<file path="src/rtl/double_shift_left_seq_pkg.sv">
// Shared definitions for the double shift left unit: default word length,
// controller state encoding and a state decode helper.
package double_shift_left_seq_pkg;

   localparam int WORD_LENGTH = 32;

   typedef enum logic [1:0] {
      DSL_IDLE  = 2'b00,
      DSL_SHIFT = 2'b01,
      DSL_DONE  = 2'b10
   } dsl_state_e;

   // The unused encoding 2'b11 behaves exactly like IDLE.
   function automatic logic dsl_is_idle(input dsl_state_e s);
      return (s != DSL_SHIFT) && (s != DSL_DONE);
   endfunction

endpackage

</file>
<file path="src/rtl/double_shift_left_seq_if.sv">
// Operand/result handshake bundle for the double shift left unit.
// Vectors are descending; the MSB-first bit 0 of a/b/sa/y is the top bit here.
interface double_shift_left_seq_if
   import double_shift_left_seq_pkg::*;
#(
   parameter int WIDTH = WORD_LENGTH
);
   localparam int SA_W = $clog2(WIDTH);

   logic             in_valid;
   logic             in_ready;
   logic [WIDTH-1:0] a;
   logic [WIDTH-1:0] b;
   logic [SA_W-1:0]  sa;
   logic             out_valid;
   logic             out_ready;
   logic [WIDTH-1:0] y;

   modport master (
      output in_valid, a, b, sa, out_ready,
      input  in_ready, out_valid, y
   );

   modport slave (
      input  in_valid, a, b, sa, out_ready,
      output in_ready, out_valid, y
   );

endinterface

</file>
<file path="src/rtl/double_shift_left_seq_dsl_step.sv">
// One resolution step: conditionally shifts the 2*WIDTH register left by
// WIDTH >> (step+1), zero-filling from the right.
module dsl_step
   import double_shift_left_seq_pkg::*;
#(
   parameter int WIDTH = WORD_LENGTH,
   localparam int SA_W = $clog2(WIDTH)
) (
   input  logic [2*WIDTH-1:0] data_i,
   input  logic               en_i,
   input  logic [SA_W-1:0]    step_i,
   output logic [2*WIDTH-1:0] data_o
);

   int shamt_s;

   always_comb begin
      shamt_s = WIDTH >> (int'(step_i) + 1);
      if (en_i) begin
         data_o = data_i << shamt_s;
      end else begin
         data_o = data_i;
      end
   end

endmodule

</file>
<file path="src/rtl/double_shift_left_seq.sv">
// Multi-cycle double shift left: y = upper WIDTH bits of ({a,b} << sa),
// resolving one shift-amount bit (MSB first) per clock.
module double_shift_left_seq
   import double_shift_left_seq_pkg::*;
#(
   parameter int WIDTH = WORD_LENGTH
) (
   input logic                    clk,
   input logic                    rst,
   double_shift_left_seq_if.slave bus
);

   localparam int SA_W = $clog2(WIDTH);
   localparam logic [SA_W-1:0] LAST_STEP = SA_W'(SA_W - 1);

   dsl_state_e           state_q, state_d;
   logic [2*WIDTH-1:0]   sr_q, sr_d;
   logic [SA_W-1:0]      sa_q, sa_d;
   logic [SA_W-1:0]      step_q, step_d;
   logic [WIDTH-1:0]     y_q, y_d;
   logic                 out_valid_q, out_valid_d;
   logic [2*WIDTH-1:0]   step_res_s;
   logic                 in_ready_s;

   assign in_ready_s    = dsl_is_idle(state_q) & ~rst;
   assign bus.in_ready  = in_ready_s;
   assign bus.out_valid = out_valid_q;
   assign bus.y         = y_q;

   // sa_q is shifted left each step so its top bit is always the current step's enable.
   dsl_step #(.WIDTH(WIDTH)) u_step (
      .data_i (sr_q),
      .en_i   (sa_q[SA_W-1]),
      .step_i (step_q),
      .data_o (step_res_s)
   );

   always_comb begin
      state_d     = state_q;
      sr_d        = sr_q;
      sa_d        = sa_q;
      step_d      = step_q;
      y_d         = y_q;
      out_valid_d = out_valid_q;
      case (state_q)
         DSL_SHIFT: begin
            sr_d   = step_res_s;
            sa_d   = sa_q << 1;
            step_d = step_q + SA_W'(1);
            if (step_q == LAST_STEP) begin
               state_d     = DSL_DONE;
               step_d      = '0;
               y_d         = step_res_s[2*WIDTH-1 -: WIDTH];
               out_valid_d = 1'b1;
            end else begin
               state_d = DSL_SHIFT;
            end
         end
         DSL_DONE: begin
            if (bus.out_ready) begin
               state_d     = DSL_IDLE;
               out_valid_d = 1'b0;
            end else begin
               state_d = DSL_DONE;
            end
         end
         default: begin
            if (bus.in_valid && in_ready_s) begin
               state_d = DSL_SHIFT;
               sr_d    = {bus.a, bus.b};
               sa_d    = bus.sa;
               step_d  = '0;
            end else begin
               state_d = state_q;
            end
         end
      endcase
   end

   always_ff @(posedge clk or posedge rst) begin
      if (rst) begin
         state_q     <= DSL_IDLE;
         sr_q        <= '0;
         sa_q        <= '0;
         step_q      <= '0;
         y_q         <= '0;
         out_valid_q <= 1'b0;
      end else begin
         state_q     <= state_d;
         sr_q        <= sr_d;
         sa_q        <= sa_d;
         step_q      <= step_d;
         y_q         <= y_d;
         out_valid_q <= out_valid_d;
      end
   end

endmodule

</file>
<file path="src/flat_wrapper.sv">
// flat-port wrapper written by rule: the top's interface ports become plain ports
module double_shift_left_seq_flat import double_shift_left_seq_pkg::*;
#(
   parameter int WIDTH = WORD_LENGTH
)
  (clk, rst, bus_in_valid, bus_a, bus_b, bus_sa, bus_out_ready, bus_in_ready, bus_out_valid, bus_y);
  double_shift_left_seq_if #(.WIDTH(WIDTH)) bus_i ();
  input logic clk;
  input logic rst;
  input wire logic [$bits(bus_i.in_valid)-1:0] bus_in_valid;
  input wire logic [$bits(bus_i.a)-1:0] bus_a;
  input wire logic [$bits(bus_i.b)-1:0] bus_b;
  input wire logic [$bits(bus_i.sa)-1:0] bus_sa;
  input wire logic [$bits(bus_i.out_ready)-1:0] bus_out_ready;
  output wire logic [$bits(bus_i.in_ready)-1:0] bus_in_ready;
  output wire logic [$bits(bus_i.out_valid)-1:0] bus_out_valid;
  output wire logic [$bits(bus_i.y)-1:0] bus_y;
  assign bus_i.in_valid = bus_in_valid;
  assign bus_i.a = bus_a;
  assign bus_i.b = bus_b;
  assign bus_i.sa = bus_sa;
  assign bus_i.out_ready = bus_out_ready;
  assign bus_in_ready = bus_i.in_ready;
  assign bus_out_valid = bus_i.out_valid;
  assign bus_y = bus_i.y;
  double_shift_left_seq #(.WIDTH(WIDTH)) u_core (.clk(clk), .rst(rst), .bus(bus_i));
endmodule
</file>
<file path="config.mk">
export PLATFORM = sky130hd
export DESIGN_NAME = double_shift_left_seq_flat
export DESIGN_NICKNAME = d
export VERILOG_FILES = /design/src/rtl/double_shift_left_seq_pkg.sv /design/src/rtl/double_shift_left_seq_if.sv /design/src/rtl/double_shift_left_seq_dsl_step.sv /design/src/rtl/double_shift_left_seq.sv /design/src/flat_wrapper.sv
export SDC_FILE = /design/constraint.sdc
export NUM_CORES = 1
export LEC_CHECK = 0
export BUFFER_PORTS_ARGS = -buffer_cell sky130_fd_sc_hd__buf_4
export CELL_PAD_IN_SITES_DETAIL_PLACEMENT = 1
export CELL_PAD_IN_SITES_GLOBAL_PLACEMENT = 1
export CORE_MARGIN = 2
export CORE_UTILIZATION = 40
export DETAILED_ROUTE_END_ITERATION = 16
export HOLD_SLACK_MARGIN = 0.1
export PLACE_DENSITY = 0.84
export SYNTH_ARGS = -nofsm -noshare
export SYNTH_HDL_FRONTEND = slang
export SYNTH_SLANG_ARGS = --single-unit
</file>
<file path="constraint.sdc">
create_clock -name clk -period 4.57 [get_ports clk]
set_input_delay 1.371 -clock clk [delete_from_list [all_inputs] [get_ports clk]]
set_output_delay 1.371 -clock clk [all_outputs]
set_load 0.005 [all_outputs]
</file>
# --- After elaboration in Yosys (flattened, before gate mapping) ---
# Cells that the tools add are included.
op_classes:
  add_sub_neg: 2
  eq_ne: 8
  shift: 2
  muxes: 15
  n_bitwise: 3
  n_reduce_logical: 9
op_table:
  columns: ["op", "count"]
  rows:
  - ["2-to-1 mux 64 bit", 2]
  - ["case mux 64 bit (2 select lines)", 1]
  - ["left shift 64 x 32 -> 64 bit", 1]
  - ["right shift 6 x 32 -> 32 bit (first input constant)", 1]
  - ["case mux 5 bit (2 select lines)", 2]
  - ["2-to-1 mux 5 bit", 3]
  - ["adder 5 x 1 -> 6 bit (second input constant)", 1]
  - ["2-to-1 mux 2 bit", 3]
  - ["inequality test 2 x 1 -> 1 bit (second input constant)", 3]
  - ["AND reduction 3 bit", 2]
  - ["adder 5 x 1 -> 5 bit (second input constant)", 1]
  - ["== test 5 x 3 -> 1 bit (second input constant)", 1]
  - ["inequality test 2 bit (second input constant)", 2]
  - ["case mux 2 bit (2 select lines)", 1]
  - ["AND reduction 2 bit", 2]
  - ["nonzero test 2 bit", 2]
  - ["nonzero test 3 bit", 1]
  - ["== test 2 x 1 -> 1 bit (second input constant)", 1]
  - ["== test 2 bit (second input constant)", 1]
  - ["logical AND 1 bit", 2]
  - ["2-to-1 mux 1 bit", 2]
  - ["inverter 1 bit", 2]
  - ["case mux 1 bit (2 select lines)", 1]
  - ["bitwise AND 1 bit", 1]
totals:
  regBits: 109
  out_inout_bits: 34
  elab_cells: 46

# --- Depth between registers and ports, before layout ---
# Gate-level depths: netlist (run 1).
logic_depth:
  ltp_word: 6
  ltp_mapped: 10
  mapped_depth_nobuf: 8

# --- Cells and area by module ---
# From an unflattened synthesis (run 1), not the netlist that was laid out.
unflattened:
  cells_unflattened: 947
  area_unflattened_um2: 8819.7
by_module_without_submodules:
  columns: ["mod", "n_inst", "cells_per_inst", "area_per_inst_um2"]
  rows:
  - ["double_shift_left_seq", 1, 346, 5367.6]
  - ["dsl_step", 1, 601, 3452.1]

# --- Worst setup path before layout (run 1) ---
# No wires, ideal clock.
synth_path:
  path_type: "input to output"
  from: "input port rst"
  to: "output port bus_in_ready"
  arrival_time_ps: 1486
  t_required_ps: 3199
  path_slack_ps: 1713
  stages: 1
  n_path_buf: 0
  path_cell_list: "nor2b_1"
synth_via:
  elab_chain_len: 2
synth_lines:
  columns: ["element", "line", "rtl"]
  rows:
  - ["start: declaration", "flat_wrapper.sv:9", "input logic rst;"]
  - ["inverter 1 bit", "double_shift_left_seq.sv:25", "assign in_ready_s = dsl_is_idle(state_q) & ~rst;"]
  - ["bitwise AND 1 bit", "double_shift_left_seq.sv:25", null]
  - ["end: declaration", "flat_wrapper.sv:15", "output wire logic [$bits(bus_i.in_ready)-1:0] bus_in_ready;"]
# Every way passes these cells.

# --- Worst setup path in the final report (run 1) ---
layout_path:
  from: "register u_core.step_q[4]"
  to: "register u_core.sr_q[22]"
layout_via:
  elab_chain_len: 5
layout_lines:
  columns: ["element", "line", "rtl"]
  rows:
  - ["start: declaration", "double_shift_left_seq.sv:19", "logic [SA_W-1:0] step_q, step_d;"]
  - ["start signal: assignment", "double_shift_left_seq.sv:92", "step_q <= step_d;"]
  - ["adder 5 x 1 -> 6 bit", "double_shift_left_seq_dsl_step.sv:18", "shamt_s = WIDTH >> (int'(step_i) + 1);"]
  - ["right shift 6 x 32 -> 32 bit", "double_shift_left_seq_dsl_step.sv:18", null]
  - ["left shift 64 x 32 -> 64 bit", "double_shift_left_seq_dsl_step.sv:20", "data_o = data_i << shamt_s;"]
  - ["2-to-1 mux 64 bit", "double_shift_left_seq_dsl_step.sv:19", "if (en_i) begin"]
  - ["case mux 64 bit (2 select lines)", "double_shift_left_seq.sv:45", "case (state_q)"]
  - ["end signal: assignment", "double_shift_left_seq.sv:90", "sr_q <= sr_d;"]
  - ["end: declaration", "double_shift_left_seq.sv:17", "logic [2*WIDTH-1:0] sr_q, sr_d;"]
# Every way passes these cells. The select of a mux whose other input is x is not followed.
# A chain may end at the register's enable or synchronous reset.

==> impl_metrics.yaml, run 1 <==
logic_synthesis:
  synthesis.nets: 1175
  synth_enable_flop_cells: 0
  async_reset_ff_share_pct: 100
  syn_inst: 1098
  yosysWarningCount: 0
  synth_seq_area_share_pct: 31.5
  syn-cell-area_um2: 8660
  syn_area_per_cell_um2: 7.89
  yosysUniqueCellTypes: 82
  yosys_register_bits: 109
  synthFlopType: "sky130_fd_sc_hd__dfrtp_1"
critical_path:
  worstReg2RegEnd: "u_core.sr_q[22]$_DFFE_PP0P_"
  worst_reg_to_reg_path_cell_count: 7
  worst-path-buf-inv: 1
  end_kind: "register"
  worst_path_largest_cell_delay_ns: 0.84
  ordered_list_of_cells_on_the_worst_path: "nor4b_4, nand2_2, buf_4, mux2i_1, o21ai_0, a22oi_1, a32oi_1"
  rr_startpoint: "u_core.step_q[4]$_DFFE_PP0P_"
  crit_slowest_cell: "sky130_fd_sc_hd__nor4b_4"
  arrival_ns: 4.05
  cp-start-kind: "register"
  timing.critical_path.required_ns: 4.86
  worst-path-max-fanout: 21
  r2r_setup_slack_ns: 0.81
  kind_of_critical_path: "reg -> reg"
  worst_path_dominant_cell_family: "simple AND/OR/NAND/NOR gates"
routing:
  drt_first_pass_iters: 5
  routed_via_density: 7.12
  ant_nets: 0
  detailroute.via_count: 10200
  post_detailed_routing_wire_length_um: 41400
  remaining_drc_errors: 0
  avgRoutedWirePerCell_um: 28.9
  drtIter0Drc: 1318
final_layout:
  final_net_count: 1233
  layout-area-overhead-vs-synth_pct: 15.1
  most_frequent_cells_in_the_layout: "sky130_fd_sc_hd__buf_4, sky130_fd_sc_hd__o21ai_0, sky130_fd_sc_hd__nand2_1"
  antenna_fix_cells: 0
  layout-drive-gt1-share_pct: 17.7
  multi_input_comb_area_um2: 5430
  layout.filler_cells: 2546
  area.sequential_um2: 2730
  mostFrequentLayoutCell: "sky130_fd_sc_hd__buf_4"
min_path:
  min-delay-path-class: "reg -> reg"
  worst_hold_launch: "u_core.bus.y[10]$_DFFE_PP0P_"
  hold_depth: 2
  worstHoldEndpoint: "u_core.bus.y[10]$_DFFE_PP0P_"
cts:
  postCtsResizedCells: 0
  cts_made_buffers: 9
  worst_setup_hold_path_clk_slew_ns: 0.09
  clock_sink_total: 109
  cts_hold_repair.buffers: 0
  latest_clock_arrival_within_the_worst_skew_pair_ns: 0.38
  cts_max_level: 3
  clockBufferDepth: 2
  tritoncts: "built"
  cts.repair_timing.setup_buffer_count: 0
  clk_root_buffer_cell: "sky130_fd_sc_hd__clkbuf_16"
power:
  p_leak_nw: 4.17
  power.sequential.fraction_pct: 24.0
  power.switching_mw: 5.22
  power_density_nw_per_um2: 922
  p_total_mw: 9.19
  power.ir.vdd_worst_mv: 0.453
  sw_frac_of_total_pct: 56.8
  p_comb_share_pct: 67.2
  share_clk_of_total_power_pct: 8.8
  internal_power_mw: 3.97
grt:
  global_route.peak_usage_layer: "met2"
  initial_antenna_violation_count: 0
  overflow: 0
  grt_pass1_vias: 10100
  grtUsageMet3_pct: 8.89
  gr-usage-met1_pct: 50.4
  grt_usage_pct: 36.8
  grt_first_pass_wirelength_um: 63100
  grt_start_max_net_pins: 58
  grtUsageMet2_pct: 55.3
sta:
  final-setup-viol-count: 0
  hold_viol: 0
  finalWorstPathRequiredPeriod_ns: 3.76
  final.setup.tns_ns: 0
  layout_worst_path_cycle_share_pct: 82.2
  maxClockFrequency_mhz: 266
  timing_worst_slew_pin_value_ns: 1.09
  final.setup_skew_ns: 0.0151
  max-slew-margin-rel_pct: 27.1
  timing_max_transition_violations_final: 0
  rsz0062_at_grt: "false"
floorplan:
  die_x_um: 151
  rows: 53
  dieHeight_um: 151
  die-area_um2: 22800
  top_level_ports: 107
  core_footprint_um2: 21200
  floorplan.initialDensity_pct: 40.9
flow_run:
  max_cap_violations: 0
place:
  gp_congestion: 1.02
  port-buffer-count: 106
  dp_hpwl_um: 29700
run_status:
  outcome: "finished, final reports clean"
==> state kept, by name, summed over array words and instances (netlist names) <==
signal	flops
u_core.step_q	5
u_core.state_q	2
u_core.sr_q	64
u_core.bus.out_valid	1
u_core.sa_q	5
u_core.bus.y	32
==> through the flow <==
| stage | setup slack (ns) | hold WS [ns] | cells | util [%] | area (um2) |
|---|---|---|---|---|---|
| 2_1_floorplan | 0.325 | 0.450 | 1098 | - | 8660 |
| 3_3_place_gp | 1.08 | 0.465 | 1420 | 45.8 | 9690 |
| 3_5_place_dp | 1.07 | 0.470 | 1420 | 45.8 | 9690 |
| 4_1_cts | 1.04 | 0.490 | 1435 | 47.1 | 9970 |
| 5_1_grt | 0.758 | 0.513 | 1435 | 47.1 | 9970 |
| 6_report | 0.811 | 0.483 | 1435 | 47.1 | 9970 |
==> layer usage <==
| metal | share of wire, % | vias up |
|---|---|---|
| met2 | 44 | 695 |
| met5 | 0 | - |
| li1 | - | 4304 |
| met1 | 41 | 5074 |
| met4 | 4.7 | 0 |
| met3 | 11 | 140 |
==> cells by family after synthesis <==
family | count (synthesis) | share of synthesized area, %
multiplexers | 50 | 6.00
flip-flops | 109 | 31.5
adder cells (fa/ha/maj) | 4 | 0.578
AO/OA/AOI/OAI | 478 | 36.2
buffers and inverters | 115 | 5.94
AND/OR/NAND/NOR | 342 | 19.8
==> power by group through the flow <==
| stage | logic [mW] | registers, mW | clock network, mW |
|---|---|---|---|
| after global placement | 5.83 | 2.15 | 0 |
| after detailed placement | 5.92 | 2.17 | 0 |
| after floorplan | 3.97 | 1.80 | 0 |
| after CTS | 5.96 | 2.15 | 0.812 |
| final | 6.18 | 2.21 | 0.805 |
| after global routing | 6.55 | 2.23 | 0.845 |
==> worst register-to-register path: cells and delay by family (launching register included) <==
kind	cells	cell delay, ns
AND/OR/NAND/NOR	2	1.38
AO/OA/AOI/OAI	3	1.17
flip-flops	1	0.65
buffers and inverters	1	0.35
multiplexers	1	0.13
==> worst max-delay path by stage <==
stage                                  from                                to  slack, ns  depth (start not counted)
2_1_floorplan                           rst  u_core.bus.out_valid$_DFFE_PP0P_       0.33                          1
3_3_place_gp   u_core.step_q[4]$_DFFE_PP0P_       u_core.sr_q[22]$_DFFE_PP0P_       1.08                          7
3_5_place_dp   u_core.step_q[4]$_DFFE_PP0P_       u_core.sr_q[22]$_DFFE_PP0P_       1.07                          7
4_1_cts        u_core.step_q[4]$_DFFE_PP0P_        u_core.sr_q[6]$_DFFE_PP0P_       1.04                          7
5_1_grt        u_core.step_q[4]$_DFFE_PP0P_        u_core.sr_q[6]$_DFFE_PP0P_       0.76                          7
6_report       u_core.step_q[4]$_DFFE_PP0P_       u_core.sr_q[22]$_DFFE_PP0P_       0.81                          7
==> cells in the mapped netlist, drive strengths merged, types with 6 or more instances <==
| master | count | area, um2 |
|---|---|---|
| mux2i | 38 | 380 |
| o22ai | 31 | 194 |
| nor3 | 25 | 125 |
| dfrtp | 109 | 2730 |
| o211ai | 11 | 82.6 |
| buf | 41 | 236 |
| a221o | 6 | 60.1 |
| clkbuf | 60 | 225 |
| a32oi | 12 | 105 |
| nand2 | 114 | 433 |
| a21boi | 6 | 45.1 |
| o21ai | 124 | 632 |
| or3 | 14 | 87.6 |
| nor2 | 85 | 342 |
| and2 | 6 | 37.5 |
| nand3 | 29 | 150 |
| mux2 | 12 | 139 |
| a211oi | 22 | 170 |
| o31ai | 15 | 113 |
| a22o | 8 | 70.1 |
| o221ai | 12 | 105 |
| inv | 14 | 52.6 |
| a22oi | 21 | 158 |
| a221oi | 15 | 131 |
| a31oi | 21 | 131 |
| and3 | 28 | 175 |
| o22a | 6 | 52.6 |
| o21a | 10 | 75.1 |
| a21oi | 102 | 510 |
| a2bb2oi | 10 | 87.6 |
| a21o | 7 | 52.6 |
==> final cells by class <==
class / instances / share of cell area, %
Tap cell: 275 / 3.45
Sequential cell: 109 / 27.4
Multi-Input combinational cell: 874 / 54.5
Inverter: 14 / 0.552
Timing Repair Buffer: 148 / 11.3
Clock inverter: 6 / 0.590
Clock buffer: 9 / 2.26
Power figures use the tool's default switching activity.
==> run 2, diff against run 1 <==
--- a/config.mk
+++ b/config.mk
@@ -12,7 +12,7 @@
 export CORE_UTILIZATION = 40
 export DETAILED_ROUTE_END_ITERATION = 16
 export HOLD_SLACK_MARGIN = 0.1
-export PLACE_DENSITY = 0.84
+export PLACE_DENSITY = 0.87
 export SYNTH_ARGS = -nofsm -noshare
 export SYNTH_HDL_FRONTEND = slang
 export SYNTH_SLANG_ARGS = --single-unit
==> constraint.sdc (replaced) <==
create_clock -name clk -period 3.1 [get_ports clk]
set_input_delay 0.93 -clock clk [delete_from_list [all_inputs] [get_ports clk]]
set_output_delay 0.93 -clock clk [all_outputs]
set_load 0.005 [all_outputs]
==> run 2 against run 1 <==
  * Clock-buffer cell count grew 1
  * Sequential cell count is the same
  * Clock skew shrank 0.0013 ns
  * Routed wire length grew 2.8%
  * Critical path depth is the same
  * Clock power grew 55%
  * Combinational power grew 60%
  * Sequential share of layout area shrank 1.4 points
  * Fmax grew 26%
  * Largest cell class unchanged
==> impl_metrics.yaml, run 2 (synthesis gave the netlist of run 1 again) <==
run_status:
  outcome: "finished, final reports clean"
cts:
  clockBufferDepth: 2
  worst_setup_hold_path_clk_slew_ns: 0.09
  cts_max_level: 3
  clk_root_buffer_cell: "sky130_fd_sc_hd__clkbuf_16"
  postCtsResizedCells: 0
  latest_clock_arrival_within_the_worst_skew_pair_ns: 0.37
  cts.repair_timing.setup_buffer_count: 0
  clock_sink_total: 109
  cts_made_buffers: 9
  cts_hold_repair.buffers: 0
  tritoncts: "built"
grt:
  grt_start_max_net_pins: 110
  grt_first_pass_wirelength_um: 64700
  grt_usage_pct: 37.6
  grt_pass1_vias: 10500
  overflow: 0
  initial_antenna_violation_count: 0
floorplan:
  floorplan.initialDensity_pct: 40.9
  top_level_ports: 107
  die_x_um: 151
  rows: 53
  die-area_um2: 22800
  core_footprint_um2: 21200
  dieHeight_um: 151
sta:
  timing_worst_slew_pin_value_ns: 1.02
  hold_viol: 0
  finalWorstPathRequiredPeriod_ns: 2.98
  final-setup-viol-count: 0
  timing_max_transition_violations_final: 0
  maxClockFrequency_mhz: 335
  final.setup_skew_ns: 0.0138
  layout_worst_path_cycle_share_pct: 96.2
  max-slew-margin-rel_pct: 31.3
  rsz0062_at_grt: "false"
  final.setup.tns_ns: 0
routing:
  remaining_drc_errors: 0
  drtIter0Drc: 1361
  avgRoutedWirePerCell_um: 28.4
  route.layer.met1.wl_um: 17300
  dr_wl_met2_um: 18800
  dr_wl_met3_um: 4520
  ant_nets: 0
  post_detailed_routing_wire_length_um: 42600
  drt_first_pass_iters: 8
  detailroute.via_count: 10400
  routed_via_density: 6.97
  max_layer_used: "met4"
critical_path:
  worst-path-max-fanout: 12
  crit_slowest_cell: "sky130_fd_sc_hd__a2111oi_0"
  worst_path_dominant_cell_family: "compound AO/OA/AOI/OAI gates"
  end_kind: "register"
  worst_path_largest_cell_delay_ns: 0.57
  ordered_list_of_cells_on_the_worst_path: "buf_4, nor4b_4, a221oi_1, a2111oi_0, o22ai_1, or4_1, a22oi_1"
  cp-start-kind: "register"
  arrival_ns: 3.27
  worst-path-buf-inv: 1
  timing.critical_path.required_ns: 3.39
  kind_of_critical_path: "reg -> reg"
place:
  port-buffer-count: 106
  dp_hpwl_um: 31600
  gp_congestion: 1.01
  post-place-cells: 1482
final_layout:
  layout-drive-gt1-share_pct: 22.0
  top_register: "u_core.sr_q"
  largest_register_ffs: 64
  antenna_fix_cells: 0
  most_frequent_cells_in_the_layout: "sky130_fd_sc_hd__buf_4, sky130_fd_sc_hd__o21ai_0, sky130_fd_sc_hd__nand2_1"
  layoutNonFillerInstCount: 1498
  final_core_util_pct: 49.6
  final_net_count: 1295
  mostFrequentLayoutCell: "sky130_fd_sc_hd__buf_4"
  layout-area-overhead-vs-synth_pct: 21.2
flow_run:
  max_cap_violations: 0
power:
  power.ir.vdd_worst_mv: 0.771
  power_density_nw_per_um2: 1360
  p_leak_nw: 4.50
min_path:
  min-delay-path-class: "reg -> reg"
[run 2: cell types whose count changed in the layout (fill, tap and decap cells not counted), sizes merged]
cell    before  now
buf        148  210
clkbuf       9   10
clkinv       3    2
inv         16   17
[run 2: final timing paths]
path                                              startpoint                            to  slack (ns)  cells past startpoint
worst max-delay path            u_core.step_q[3]$_DFFE_PP0P_   u_core.sr_q[45]$_DFFE_PP0P_        0.12                      7
worst min-delay path            u_core.bus.y[13]$_DFFE_PP0P_  u_core.bus.y[13]$_DFFE_PP0P_        0.49                      2
worst max register to register  u_core.step_q[3]$_DFFE_PP0P_   u_core.sr_q[45]$_DFFE_PP0P_        0.12                      7
worst min register to register  u_core.bus.y[13]$_DFFE_PP0P_  u_core.bus.y[13]$_DFFE_PP0P_        0.49                      2
max in group asynchronous                                rst   u_core.sr_q[31]$_DFFE_PP0P_        1.85                      3
min in group asynchronous                                rst    u_core.sa_q[2]$_DFFE_PP0P_        0.74                      3
[run 2: layer usage]
metal / vias up / track usage [%]
met5: - / 0
met4: 0 / 16.9
met2: 658 / 56.1
met3: 156 / 10.0
met1: 5192 / 51.1
li1: 4440 / -
[run 2: tightest hold or removal path, delay by kind of cell, from the launching register on]
family | cells | cell delay [ns]
and+or+nand+nor | 1 | 0.05
AOI/OAI and AO/OA | 1 | 0.05
DFF | 1 | 0.35
[run 2: stage by stage]
step                hold WS, ns  instance area, um2  worst slack (ns)  power, mW
floorplan                 0.450                8660             0.713       8.51
global placement          0.465               10200             0.310       12.3
CTS                       0.496               10500             0.198       13.9
detailed placement        0.475               10200             0.230       12.5
global route              0.528               10500            0.0239       15.0
finish                    0.492               10500             0.118       14.3
[run 2: layout make-up]
| cell class | count | area, um2 |
|---|---|---|
| Tap cell | 275 | 344 |
| Multi-Input combinational cell | 874 | 5440 |
| Sequential cell | 109 | 2730 |
| Clock inverter | 6 | 62.6 |
| Fill cell | 2590 | 10700 |
| Inverter | 14 | 56.3 |
| Clock buffer | 10 | 239 |
| Timing Repair Buffer | 210 | 1630 |
[run 2: power by group]
| group | total, mW | internal, mW | switching (mW) | leakage, nW |
|---|---|---|---|---|
| Clock | 1.25 | 0.594 | 0.655 | 0.149 |
| Sequential | 3.19 | 2.10 | 1.08 | 1.30 |
| Combinational | 9.86 | 3.71 | 6.16 | 3.05 |
| Total | 14.3 | 6.40 | 7.90 | 4.50 |
==> run 3, diff against run 2 <==
--- a/config.mk
+++ b/config.mk
@@ -10,6 +10,7 @@
 export CELL_PAD_IN_SITES_GLOBAL_PLACEMENT = 1
 export CORE_MARGIN = 2
 export CORE_UTILIZATION = 40
+export CTS_BUF_LIST = sky130_fd_sc_hd__clkbuf_8
 export DETAILED_ROUTE_END_ITERATION = 16
 export HOLD_SLACK_MARGIN = 0.1
 export PLACE_DENSITY = 0.87
==> run 3 against run 2 <==
  * Sequential share of layout area rose by 0.24 points
  * Largest cell class unchanged
  * Setup slack got worse by 0.011 ns
  * Utilization fell by 0.45 points
  * Design area fell by 0.91%
  * Fmax fell by 0.37%
  * Sequential power barely moved
  * Final cell count did not move
  * Critical path depth fell by 1
==> impl_metrics.yaml, run 3 (synthesis gave the netlist of run 1 again) <==
floorplan:
  rows: 53
  top_level_ports: 107
  dieHeight_um: 151
  floorplan.initialDensity_pct: 40.9
  die_x_um: 151
  die-area_um2: 22800
  core_footprint_um2: 21200
grt:
  grt_usage_pct: 37.7
  overflow: 0
  initial_antenna_violation_count: 0
  grt_start_max_net_pins: 110
  grt_pass1_vias: 10500
  grt_first_pass_wirelength_um: 64400
critical_path:
  timing.critical_path.required_ns: 3.42
  ordered_list_of_cells_on_the_worst_path: "or4b_1, nor2_2, a21oi_1, a21oi_1, a221oi_1, o31ai_1"
  kind_of_critical_path: "reg -> reg"
  timing.critical_path.mode_cell: "sky130_fd_sc_hd__a21oi_1"
  cp-start-kind: "register"
  end_kind: "register"
  arrival_ns: 3.32
  worst_path_largest_cell_delay_ns: 0.65
  worst-path-max-fanout: 11
  crit_slowest_cell: "sky130_fd_sc_hd__or4b_1"
power:
  p_leak_nw: 4.45
  p_total_mw: 14.0
  power_density_nw_per_um2: 1350
  power.ir.vdd_worst_mv: 0.729
min_path:
  min-delay-path-class: "reg -> reg"
cts:
  tritoncts: "built"
  clock_sink_total: 109
  cts_made_buffers: 9
  clockBufferDepth: 2
  latest_clock_arrival_within_the_worst_skew_pair_ns: 0.43
  worst_setup_hold_path_clk_slew_ns: 0.13
  cts_max_level: 3
  clk_root_buffer_cell: "sky130_fd_sc_hd__clkbuf_8"
  cts_hold_repair.buffers: 0
routing:
  drtIter0Drc: 1367
  drt_first_pass_iters: 6
  detailroute.via_count: 10400
  remaining_drc_errors: 0
  routed_via_density: 6.97
  post_detailed_routing_wire_length_um: 42300
  avgRoutedWirePerCell_um: 28.3
  ant_nets: 0
flow_run:
  max_cap_violations: 0
sta:
  final.setup.tns_ns: 0
  maxClockFrequency_mhz: 334
  final.setup_skew_ns: 0.0198
  rsz0062_at_grt: "false"
  hold_viol: 0
  timing_worst_slew_pin_value_ns: 1.01
  layout_worst_path_cycle_share_pct: 96.5
  timing_max_transition_violations_final: 0
  max-slew-margin-rel_pct: 32.0
  final-setup-viol-count: 0
  finalWorstPathRequiredPeriod_ns: 2.99
final_layout:
  antenna_fix_cells: 0
  most_frequent_cells_in_the_layout: "sky130_fd_sc_hd__buf_4, sky130_fd_sc_hd__o21ai_0, sky130_fd_sc_hd__nand2_1"
  mostFrequentLayoutCell: "sky130_fd_sc_hd__buf_4"
  final_net_count: 1295
  layout-area-overhead-vs-synth_pct: 20.1
  layout-drive-gt1-share_pct: 22.1
  area.sequential_um2: 2730
  largest_register_ffs: 64
  top_register: "u_core.sr_q"
  layout.filler_cells: 2602
  multi_input_comb_area_um2: 5440
place:
  port-buffer-count: 106
  dp_hpwl_um: 31600
  gp_congestion: 1.01
run_status:
  outcome: "finished, final reports clean"
-- run 3: changes by cell type in the layout (fill, tap and decap cells not counted) --
cell	previous run	this run
sky130_fd_sc_hd__a311oi_2	0	1
sky130_fd_sc_hd__a311oi_1	4	3
sky130_fd_sc_hd__clkbuf_16	9	0
sky130_fd_sc_hd__clkbuf_8	1	10
-- run 3: layer usage --
layer | GRT usage, % | up-vias | share of wire (%)
met2 | 56.0 | 683 | 44
li1 | - | 4436 | -
met4 | 17.3 | 0 | 4.6
met5 | 0 | - | 0
met1 | 50.4 | 5182 | 40
met3 | 11.0 | 139 | 11
-- run 3: path summary, 6_finish.rpt --
path	startpoint	slack [ns]	end	cells after the start
hold reg to reg	u_core.bus.y[13]$_DFFE_PP0P_	0.50	u_core.bus.y[13]$_DFFE_PP0P_	2
setup / recovery	u_core.step_q[4]$_DFFE_PP0P_	0.11	u_core.sr_q[11]$_DFFE_PP0P_	6
min in group asynchronous	rst	0.67	u_core.state_q[1]$_DFFE_PP0P_	3
max in group asynchronous	rst	1.91	u_core.sr_q[21]$_DFFE_PP0P_	3
hold / removal	u_core.bus.y[13]$_DFFE_PP0P_	0.50	u_core.bus.y[13]$_DFFE_PP0P_	2
setup reg to reg	u_core.step_q[4]$_DFFE_PP0P_	0.11	u_core.sr_q[11]$_DFFE_PP0P_	6
-- run 3: final cells by class --
class                   count  share of cell area [%]
inverters                  14                   0.541
flip-flops and latches    109                    26.2
repair buffers            210                    15.6
clock inverters             6                   0.602
clock buffers              10                    1.32
multi-input cells         874                    52.3
well taps                 275                    3.31
-- run 3: report_power, final --
group | leakage, nW | switching (mW) | internal [mW]
Combinational | 3.05 | 6.14 | 3.71
Clock | 0.103 | 0.621 | 0.338
Sequential | 1.30 | 1.09 | 2.10
Total | 4.45 | 7.85 | 6.15
-- run 3: per-stage QoR --
| step | instance area, um2 | cells | setup slack (ns) | utilization (%) | hold slack (ns) |
|---|---|---|---|---|---|
| 2_1_floorplan | 8660 | 1098 | 0.713 | - | 0.450 |
| 3_3_place_gp | 10200 | 1482 | 0.310 | 48.2 | 0.465 |
| 3_5_place_dp | 10200 | 1482 | 0.230 | 48.2 | 0.475 |
| 4_1_cts | 10400 | 1498 | 0.194 | 49.1 | 0.505 |
| 5_1_grt | 10400 | 1498 | 0.00111 | 49.2 | 0.537 |
| 6_report | 10400 | 1498 | 0.107 | 49.2 | 0.502 |
-- run 3: repair_timing --
| action | in CTS | in global routing |
|---|---|---|
| setup endpoints to repair | 0 | 2 |
| gates resized for setup | 0 | 2 |
| setup buffers | 0 | 0 |
-- run 3: critical path: cells and delay by family, from the launching register on --
family / cells / cell delay [ns]
AO/OA/AOI/OAI: 4 / 1.22
AND/OR/NAND/NOR: 2 / 1.08
flip-flops: 1 / 0.57
